[src/rtl/softmax_pkg.sv]
// Shared constants for the softmax result collector: sizes, float magnitude slice
// and the collector FSM state encoding.
package softmax_pkg;

    localparam int DATA_SIZE      = 32;
    localparam int NUMBER_OF_DATA = 10;
    localparam int INDEX_SIZE     = $clog2(NUMBER_OF_DATA);
    localparam int MAG_MSB        = 30;

    localparam logic [1:0] ST_IDLE    = 2'd0;
    localparam logic [1:0] ST_COLLECT = 2'd1;
    localparam logic [1:0] ST_DRAIN   = 2'd2;

endpackage

[src/rtl/result_buffer.sv]
// N-entry word store for one softmax vector: one synchronous write port,
// one asynchronous read port, no reset on the array.
module result_buffer #(
    parameter int data_size      = 32,
    parameter int number_of_data = 10,
    parameter int index_size     = $clog2(number_of_data)
) (
    input  logic                  clock_i,
    input  logic                  wr_en_i,
    input  logic [index_size-1:0] wr_addr_i,
    input  logic [data_size-1:0]  wr_data_i,
    input  logic [index_size-1:0] rd_addr_i,
    output logic [data_size-1:0]  rd_data_o
);

    logic [data_size-1:0] mem [number_of_data];

    always_ff @(posedge clock_i) begin
        if (wr_en_i) begin
            mem[wr_addr_i] <= wr_data_i;
        end
    end

    assign rd_data_o = mem[rd_addr_i];

endmodule

[src/rtl/softmax_result_collector.sv]
// Captures one softmax result vector from the unthrottled pipeline output, tracks its
// argmax during capture, then replays the vector over a valid/ready handshake.
module softmax_result_collector
    import softmax_pkg::*;
#(
    parameter int data_size      = DATA_SIZE,
    parameter int number_of_data = NUMBER_OF_DATA,
    parameter int index_size     = $clog2(number_of_data)
) (
    input  logic                  clock_i,
    input  logic                  reset_n_i,
    input  logic                  start_i,
    input  logic [data_size-1:0]  res_data_i,
    input  logic                  res_data_valid_i,
    output logic [data_size-1:0]  out_data_o,
    output logic                  out_valid_o,
    input  logic                  out_ready_i,
    output logic                  out_last_o,
    output logic [index_size-1:0] argmax_idx_o,
    output logic [data_size-1:0]  max_data_o,
    output logic                  done_o,
    output logic                  overflow_o,
    output logic                  busy_o
);

    localparam logic [index_size-1:0] LAST_IDX = index_size'(number_of_data - 1);

    // Softmax outputs are non-negative, so an unsigned compare of the magnitude bits
    // orders them correctly; the sign bit is deliberately ignored.
    function automatic logic mag_greater(input logic [data_size-1:0] a,
                                         input logic [data_size-1:0] b);
        return a[MAG_MSB:0] > b[MAG_MSB:0];
    endfunction

    logic [1:0]            state_q, state_d;
    logic [index_size-1:0] wr_ptr_q, wr_ptr_d;
    logic [index_size-1:0] rd_ptr_q, rd_ptr_d;
    logic                  first_q, first_d;
    logic [index_size-1:0] argmax_q, argmax_d;
    logic [data_size-1:0]  max_q, max_d;
    logic                  done_q, done_d;
    logic                  overflow_q, overflow_d;
    logic                  busy_q, busy_d;
    logic                  valid_q, valid_d;
    logic                  wr_en;
    logic [data_size-1:0]  rd_data;

    always_comb begin
        state_d    = state_q;
        wr_ptr_d   = wr_ptr_q;
        rd_ptr_d   = rd_ptr_q;
        first_d    = first_q;
        argmax_d   = argmax_q;
        max_d      = max_q;
        overflow_d = overflow_q;
        done_d     = 1'b0;
        wr_en      = 1'b0;

        // start_i wins over everything, including a same-cycle strobe.
        if (start_i) begin
            state_d    = ST_COLLECT;
            wr_ptr_d   = '0;
            rd_ptr_d   = '0;
            first_d    = 1'b1;
            argmax_d   = '0;
            max_d      = '0;
            overflow_d = 1'b0;
        end else begin
            case (state_q)
                ST_COLLECT: begin
                    if (res_data_valid_i) begin
                        wr_en   = 1'b1;
                        first_d = 1'b0;
                        if (first_q || mag_greater(res_data_i, max_q)) begin
                            max_d    = res_data_i;
                            argmax_d = wr_ptr_q;
                        end
                        if (wr_ptr_q == LAST_IDX) begin
                            state_d  = ST_DRAIN;
                            rd_ptr_d = '0;
                            done_d   = 1'b1;
                        end else begin
                            wr_ptr_d = wr_ptr_q + 1'b1;
                        end
                    end
                end
                ST_DRAIN: begin
                    if (res_data_valid_i) begin
                        overflow_d = 1'b1;
                    end
                    if (out_ready_i) begin
                        if (rd_ptr_q == LAST_IDX) begin
                            state_d  = ST_IDLE;
                            rd_ptr_d = '0;
                        end else begin
                            rd_ptr_d = rd_ptr_q + 1'b1;
                        end
                    end
                end
                default: begin
                    if (res_data_valid_i) begin
                        overflow_d = 1'b1;
                    end
                end
            endcase
        end

        busy_d  = (state_d != ST_IDLE);
        valid_d = (state_d == ST_DRAIN);
    end

    always_ff @(posedge clock_i or negedge reset_n_i) begin
        if (!reset_n_i) begin
            state_q    <= ST_IDLE;
            wr_ptr_q   <= '0;
            rd_ptr_q   <= '0;
            first_q    <= 1'b0;
            argmax_q   <= '0;
            max_q      <= '0;
            done_q     <= 1'b0;
            overflow_q <= 1'b0;
            busy_q     <= 1'b0;
            valid_q    <= 1'b0;
        end else begin
            state_q    <= state_d;
            wr_ptr_q   <= wr_ptr_d;
            rd_ptr_q   <= rd_ptr_d;
            first_q    <= first_d;
            argmax_q   <= argmax_d;
            max_q      <= max_d;
            done_q     <= done_d;
            overflow_q <= overflow_d;
            busy_q     <= busy_d;
            valid_q    <= valid_d;
        end
    end

    result_buffer #(
        .data_size      (data_size),
        .number_of_data (number_of_data),
        .index_size     (index_size)
    ) u_buffer (
        .clock_i   (clock_i),
        .wr_en_i   (wr_en),
        .wr_addr_i (wr_ptr_q),
        .wr_data_i (res_data_i),
        .rd_addr_i (rd_ptr_q),
        .rd_data_o (rd_data)
    );

    // The buffer has no reset, so the replay port is masked outside DRAIN.
    assign out_data_o   = valid_q ? rd_data : '0;
    assign out_last_o   = valid_q && (rd_ptr_q == LAST_IDX);
    assign out_valid_o  = valid_q;
    assign argmax_idx_o = argmax_q;
    assign max_data_o   = max_q;
    assign done_o       = done_q;
    assign overflow_o   = overflow_q;
    assign busy_o       = busy_q;

endmodule
[config.mk]
export PLATFORM = sky130hd
export DESIGN_NAME = softmax_result_collector
export DESIGN_NICKNAME = d
export VERILOG_FILES = /design/src/rtl/softmax_pkg.sv /design/src/rtl/result_buffer.sv /design/src/rtl/softmax_result_collector.sv
export SDC_FILE = /design/constraint.sdc
export NUM_CORES = 1
export LEC_CHECK = 0
export CORE_MARGIN = 1.5
export CORE_UTILIZATION = 50
export DETAILED_ROUTE_END_ITERATION = 8
export HOLD_SLACK_MARGIN = 0.1
export PLACE_DENSITY = 0.76
export SLEW_MARGIN = 20
export SYNTH_ARGS = -nofsm -noshare
export SYNTH_HDL_FRONTEND = slang
export SYNTH_HIERARCHICAL = 1
export SYNTH_SLANG_ARGS = --single-unit
[constraint.sdc]
create_clock -name clock_i -period 7.4 [get_ports clock_i]
set_input_delay 1.11 -clock clock_i [delete_from_list [all_inputs] [get_ports clock_i]]
set_output_delay 1.11 -clock clock_i [all_outputs]
set_load 0.01 [all_outputs]
Word-level counts from Yosys, hierarchy flattened
Memory sizes are Yosys's and may differ from the RTL's.
Cells that the tools add are included.
{"block": "word_totals", "register_bits": 51, "in_bits": 37, "out_inout_bits": 73, "n_memories": 1, "ramBits": 320}
{"memory": "u_buffer.mem", "words": 10, "width": 32, "read_ports": 1, "rd_clocked_by_memory_dff": 0, "write_ports": 1, "line": "result_buffer.sv:16", "source": "logic [data_size-1:0] mem [number_of_data];"}
{"block": "classes", "mux": 40, "n_eq_ne": 10, "n_lt_le_gt_ge": 1, "n_addsub": 2, "n_reduce_logical": 12}
{"cell": "two-way mux 32 bit", "n": 5}
{"cell": "two-way mux 4 bit", "n": 13}
{"cell": "> comparator 31 bit", "n": 1}
{"cell": "two-way mux 1 bit", "n": 15}
{"cell": "two-way mux 2 bit", "n": 5}
{"cell": "!= test 3 bit, second input constant", "n": 3}
{"cell": "adder 4 x 1 -> 4 bit, second input constant", "n": 2}
{"cell": "== test 4 bit, second input constant", "n": 2}
{"cell": "one-hot mux 4 bit (2 select lines)", "n": 1}
{"cell": "nonzero test 2 bit", "n": 4}
{"cell": "AND reduction 3 bit", "n": 2}
{"cell": "== test 2 bit, second input constant", "n": 2}
{"cell": "!= test 2 bit, second input constant", "n": 2}
{"cell": "one-hot mux 2 bit (2 select lines)", "n": 1}
{"cell": "AND reduction 2 bit", "n": 2}
{"cell": "AND reduction 4 bit", "n": 1}
{"cell": "nonzero test 3 bit", "n": 1}
{"cell": "== test 2 x 1 -> 1 bit, second input constant", "n": 1}
{"cell": "logical AND 1 bit", "n": 1}
{"cell": "logical OR 1 bit", "n": 1}

Longest topological paths before layout
{"block": "depth", "word_depth": 6, "ltp_mapped": 9}

Modules after synthesis
The synthesis kept the hierarchy.
{"mod": "result_buffer", "n_inst": 1, "area_each_um2": 12649.6, "cells_per_inst": 666, "seq_area_each_um2": 9609.2}
{"mod": "softmax_result_collector", "n_inst": 1, "area_each_um2": 3305.7, "cells_per_inst": 341, "seq_area_each_um2": 1276.2}

Worst setup path before layout
OpenSTA, ideal clock, no wires.
{"block": "synth_timing", "path_kind": "input to register", "from": "input res_data_valid_i", "to": "memory u_buffer.mem[0][0] (enable)", "n_path_buf": 0, "t_required_ns": 6.939, "cell_stages": 4, "setup_slack_ns": 2.641, "arrival_ns": 4.298, "cell_sequence": "nand2_1 -> nor2_1 -> or3b_2 -> nor3_1"}
{"block": "synth_between", "elab_chain_len": 5}
{"element": "start, declared", "line": "softmax_result_collector.sv:14", "source": "input logic res_data_valid_i,"}
{"element": "two-way mux 1 bit", "line": "softmax_result_collector.sv:71", "source": "if (res_data_valid_i) begin"}
{"element": "two-way mux 1 bit", "line": "softmax_result_collector.sv:69", "source": "case (state_q)"}
{"element": "two-way mux 1 bit", "line": "softmax_result_collector.sv:60", "source": "if (start_i) begin"}
{"element": "named net wr_en", "line": "softmax_result_collector.sv:45", "source": "logic wr_en;"}
{"element": "two-way mux 1 bit", "line": "result_buffer.sv:19", "source": "if (wr_en_i) begin"}
{"element": "two-way mux 1 bit (not written as such)", "line": "result_buffer.sv:20", "source": "mem[wr_addr_i] <= wr_data_i;"}
{"element": "end, declared", "line": "result_buffer.sv:16"}
The timed path passes the listed nets, and every way through them passes these cells.

Worst setup path after layout
{"block": "layout_timing", "from": "register rd_ptr_q[0]", "to": "output out_data_o[26]"}
{"block": "layout_between", "elab_chain_len": 2}
{"element": "start, declared", "line": "softmax_result_collector.sv:37", "source": "logic [index_size-1:0] rd_ptr_q, rd_ptr_d;"}
{"element": "start signal, assigned", "line": "softmax_result_collector.sv:127", "source": "rd_ptr_q <= rd_ptr_d;"}
{"element": "memory (10 x 32 bit)"}
{"element": "named net rd_data[26]", "line": "softmax_result_collector.sv:46", "source": "logic [data_size-1:0] rd_data;"}
{"element": "two-way mux 32 bit", "line": "softmax_result_collector.sv:152", "source": "assign out_data_o = valid_q ? rd_data : '0;"}
{"element": "end, declared", "line": "softmax_result_collector.sv:15", "source": "output logic [data_size-1:0] out_data_o,"}
The timed path passes the listed nets, and every way through them passes these cells.

==> flow_summary.ini <==
[critical_path]
r2r_end = u_buffer/mem[1][29]
crit_arrival_ns = 3.68
crit_buf_inv = 2
start_kind = register
reg2regPathDepth = 7
path_class = register to output port
r2r_setup_slack_ns = 4.02
worstSetupEndpointType = output port
worstPathMaxFanout = 100
cp.required_ns = 6.29
slowest_delay_ns = 1.08
cp-startpoint = rd_ptr_q[0]
path_delay_family = flip-flops
r2r-start = state_q[1]
path_cells = buf_12, mux2_2, o22ai_1, o31ai_2, and2_1, clkdlybuf4s50_1
cp_slowest_cell = dfrtp_4

[synth]
synth_area_leaders = edfxtp_1 (60%), dfrtp_1 (8.0%), mux2_2 (6.4%)
yosys_warnings = 6
synth.distinct_cells = 57
synth_seq_cells = 371
synth_seq_area_share_pct = 68.2
synth_top_area_share_pct = 60.2
syn-cell-area_mm2 = 0.0160
yosysTopAreaCell = edfxtp_1
synth_top_flop_cell = edfxtp_1
syn_inst = 1007
synth_nets = 1081
synth-async-reset-ratio_pct = 13.7
synth_edf_count = 320
avgSynthCellArea_um2 = 15.8

[final_layout]
diodes = 0
synthToLayoutAreaGrowth_pct = 17.7
layout_commonest_cell = edfxtp_1
final_cell_mix = edfxtp_1 (320), clkdlybuf4s50_1 (108), mux2_2 (90)
nets = 1203
drive_gt1_share_pct = 20.4
final_cells = 1560
fin_util_pct = 59.6

[timing]
setup_tns_ns = 0
finalHoldViolCount = 0
fin_crit_sh_pct = 64.7
max_slew_margin_pct = 26.3
worst_slew_pin_slew_ns = 1.10
fmaxAchievable_mhz = 209
setup_viol = 0
rsz0062_at_grt = false
min_period_ns = 4.79
slew_violations = 0
fin_skew_ns = 0.0191

[clock_tree]
ctsResizeCount = 0
post_cts.repair.setup_buffers = 0
clock-sinks = 371
h-tree-depth = 2
cts_buffers = 37
clk_pin_slew_ns = 0.06
clkLatencyLatePin_ns = 0.52
cts_tree = yes
cts_hold_buf = 0
cts-root-buf = clkbuf_16
clk_path_buf_depth = 3

[grt]
grt_pass1_vias = 9244
grt_remaining_overflow = 0
grt_pass1_wl_mm = 54.4
grt_antenna_before_repair = 0
grt_use_total_pct = 21.8
grt_max_degree = 101

[die]
dieArea_mm2 = 0.0330
coreArea_mm2 = 0.0315
die_w_um = 182
start_util_pct = 50.7
die_h_um = 182
rows = 65
io_pins = 110

[pwr]
power.leakage_nw = 6.30
total_power_w = 0.00459
p_per_area_mw_per_mm2 = 245
ir_drop_mv = 0.139

[detailed_routing]
drc = 0
drt_iter0_drc = 778
routedWlPerCell_um = 23.0
postRouteAntennaNets = 0
via_count = 9211
via_per_inst = 5.90
totalWireLength_mm = 35.9
firstDrtPassIters = 5

[min_path]
hold_end = overflow_o
hold_depth = 2
hp-start = overflow_o
min-delay-path-class = register to register

[place]
dp.cells = 1492
port_buffers = 109
hpwl_mm = 21.4
gp_congestion = 0.802

[status]
status = finished, final reports clean

[flow_run]
drv_cap = 0
-- area by class of cell --
class,instances,area (µm²)
Fill cell,2339,12700
Sequential cell,371,10900
Multi-Input combinational cell,544,4700
Timing Repair Buffer,132,1270
Clock buffer,55,1110
Tap cell,402,503
Inverter,43,161
Clock inverter,13,140
-- worst min-delay path: cells and delay by family (launching register included) --
kind               cells  cell delay [ns]
AOI/OAI and AO/OA      1             0.05
and+or+nand+nor        1             0.09
DFF                    1             0.36
-- layer usage --
metal	wire length [µm]	track usage, %
met1	15400	29.7
met2	17100	35.4
met3	2530	4.65
met4	862	6.57
met5	0	0
-- sequential cells by signal (all words and copies together), names as in the netlist --
| signal | cells |
|---|---|
| rd_ptr_q | 4 |
| max_data_o | 32 |
| state_q | 2 |
| first_q | 1 |
| busy_o | 1 |
| argmax_idx_o | 4 |
| overflow_o | 1 |
| done_o | 1 |
| u_buffer/mem | 320 |
| out_valid_o | 1 |
| wr_ptr_q | 4 |
-- report_power, final --
part	internal [W]	leakage, nW	switching [W]
registers	0.00233	3.55	0.0000460
clock network	0.00114	0.617	0.000752
logic	0.000143	2.13	0.000182
-- through the flow --
stage               cell area, µm²  hold slack (ns)  setup WS (ns)
floorplan                    16000            0.465           2.64
global placement             17500            0.490           3.05
detailed placement           17500            0.529           3.03
CTS                          18800            0.547           2.56
global route                 18800            0.592           2.46
finish                       18800            0.538           2.61
-- synthesized netlist by cell type (all sizes together), types with 4 or more instances --
| master | n |
|---|---|
| edfxtp | 320 |
| mux2 | 96 |
| mux2i | 65 |
| a22o | 63 |
| dfrtp | 51 |
| nand2 | 48 |
| inv | 43 |
| ha | 37 |
| and2 | 35 |
| o31ai | 35 |
| o22ai | 33 |
| nor2 | 28 |
| buf | 25 |
| clkbuf | 24 |
| a21oi | 18 |
| o21ai | 11 |
| nand3 | 7 |
| a211oi | 5 |
| a21o | 5 |
| a22oi | 5 |
| nand4 | 5 |
| nor3 | 5 |
| o221ai | 5 |
| or3 | 5 |
| nand2b | 4 |
| nor2b | 4 |
-- kinds of logic (layout without fill, tap and decap cells) --
group | after synthesis | after routing | share of synthesized area [%]
DFF | 371 | 371 | 68.2
AOI/OAI and AO/OA | 188 | 188 | 9.79
muxes | 161 | 161 | 10.9
and+or+nand+nor | 155 | 155 | 5.24
buffers and inverters | 92 | 243 | 2.82
adders and majority gates | 37 | 37 | 2.90
xor gates and xnor gates | 3 | 3 | 0.165
-- worst max-delay path by stage --
| stage | depth (start not counted) | to |
|---|---|---|
| floorplan | 4 | u_buffer/mem[0][0] |
| global placement | 9 | max_data_o[22] |
| detailed placement | 9 | max_data_o[23] |
| CTS | 6 | out_data_o[25] |
| global route | 6 | out_data_o[26] |
| finish | 6 | out_data_o[26] |
Power figures use the tool's default switching activity.
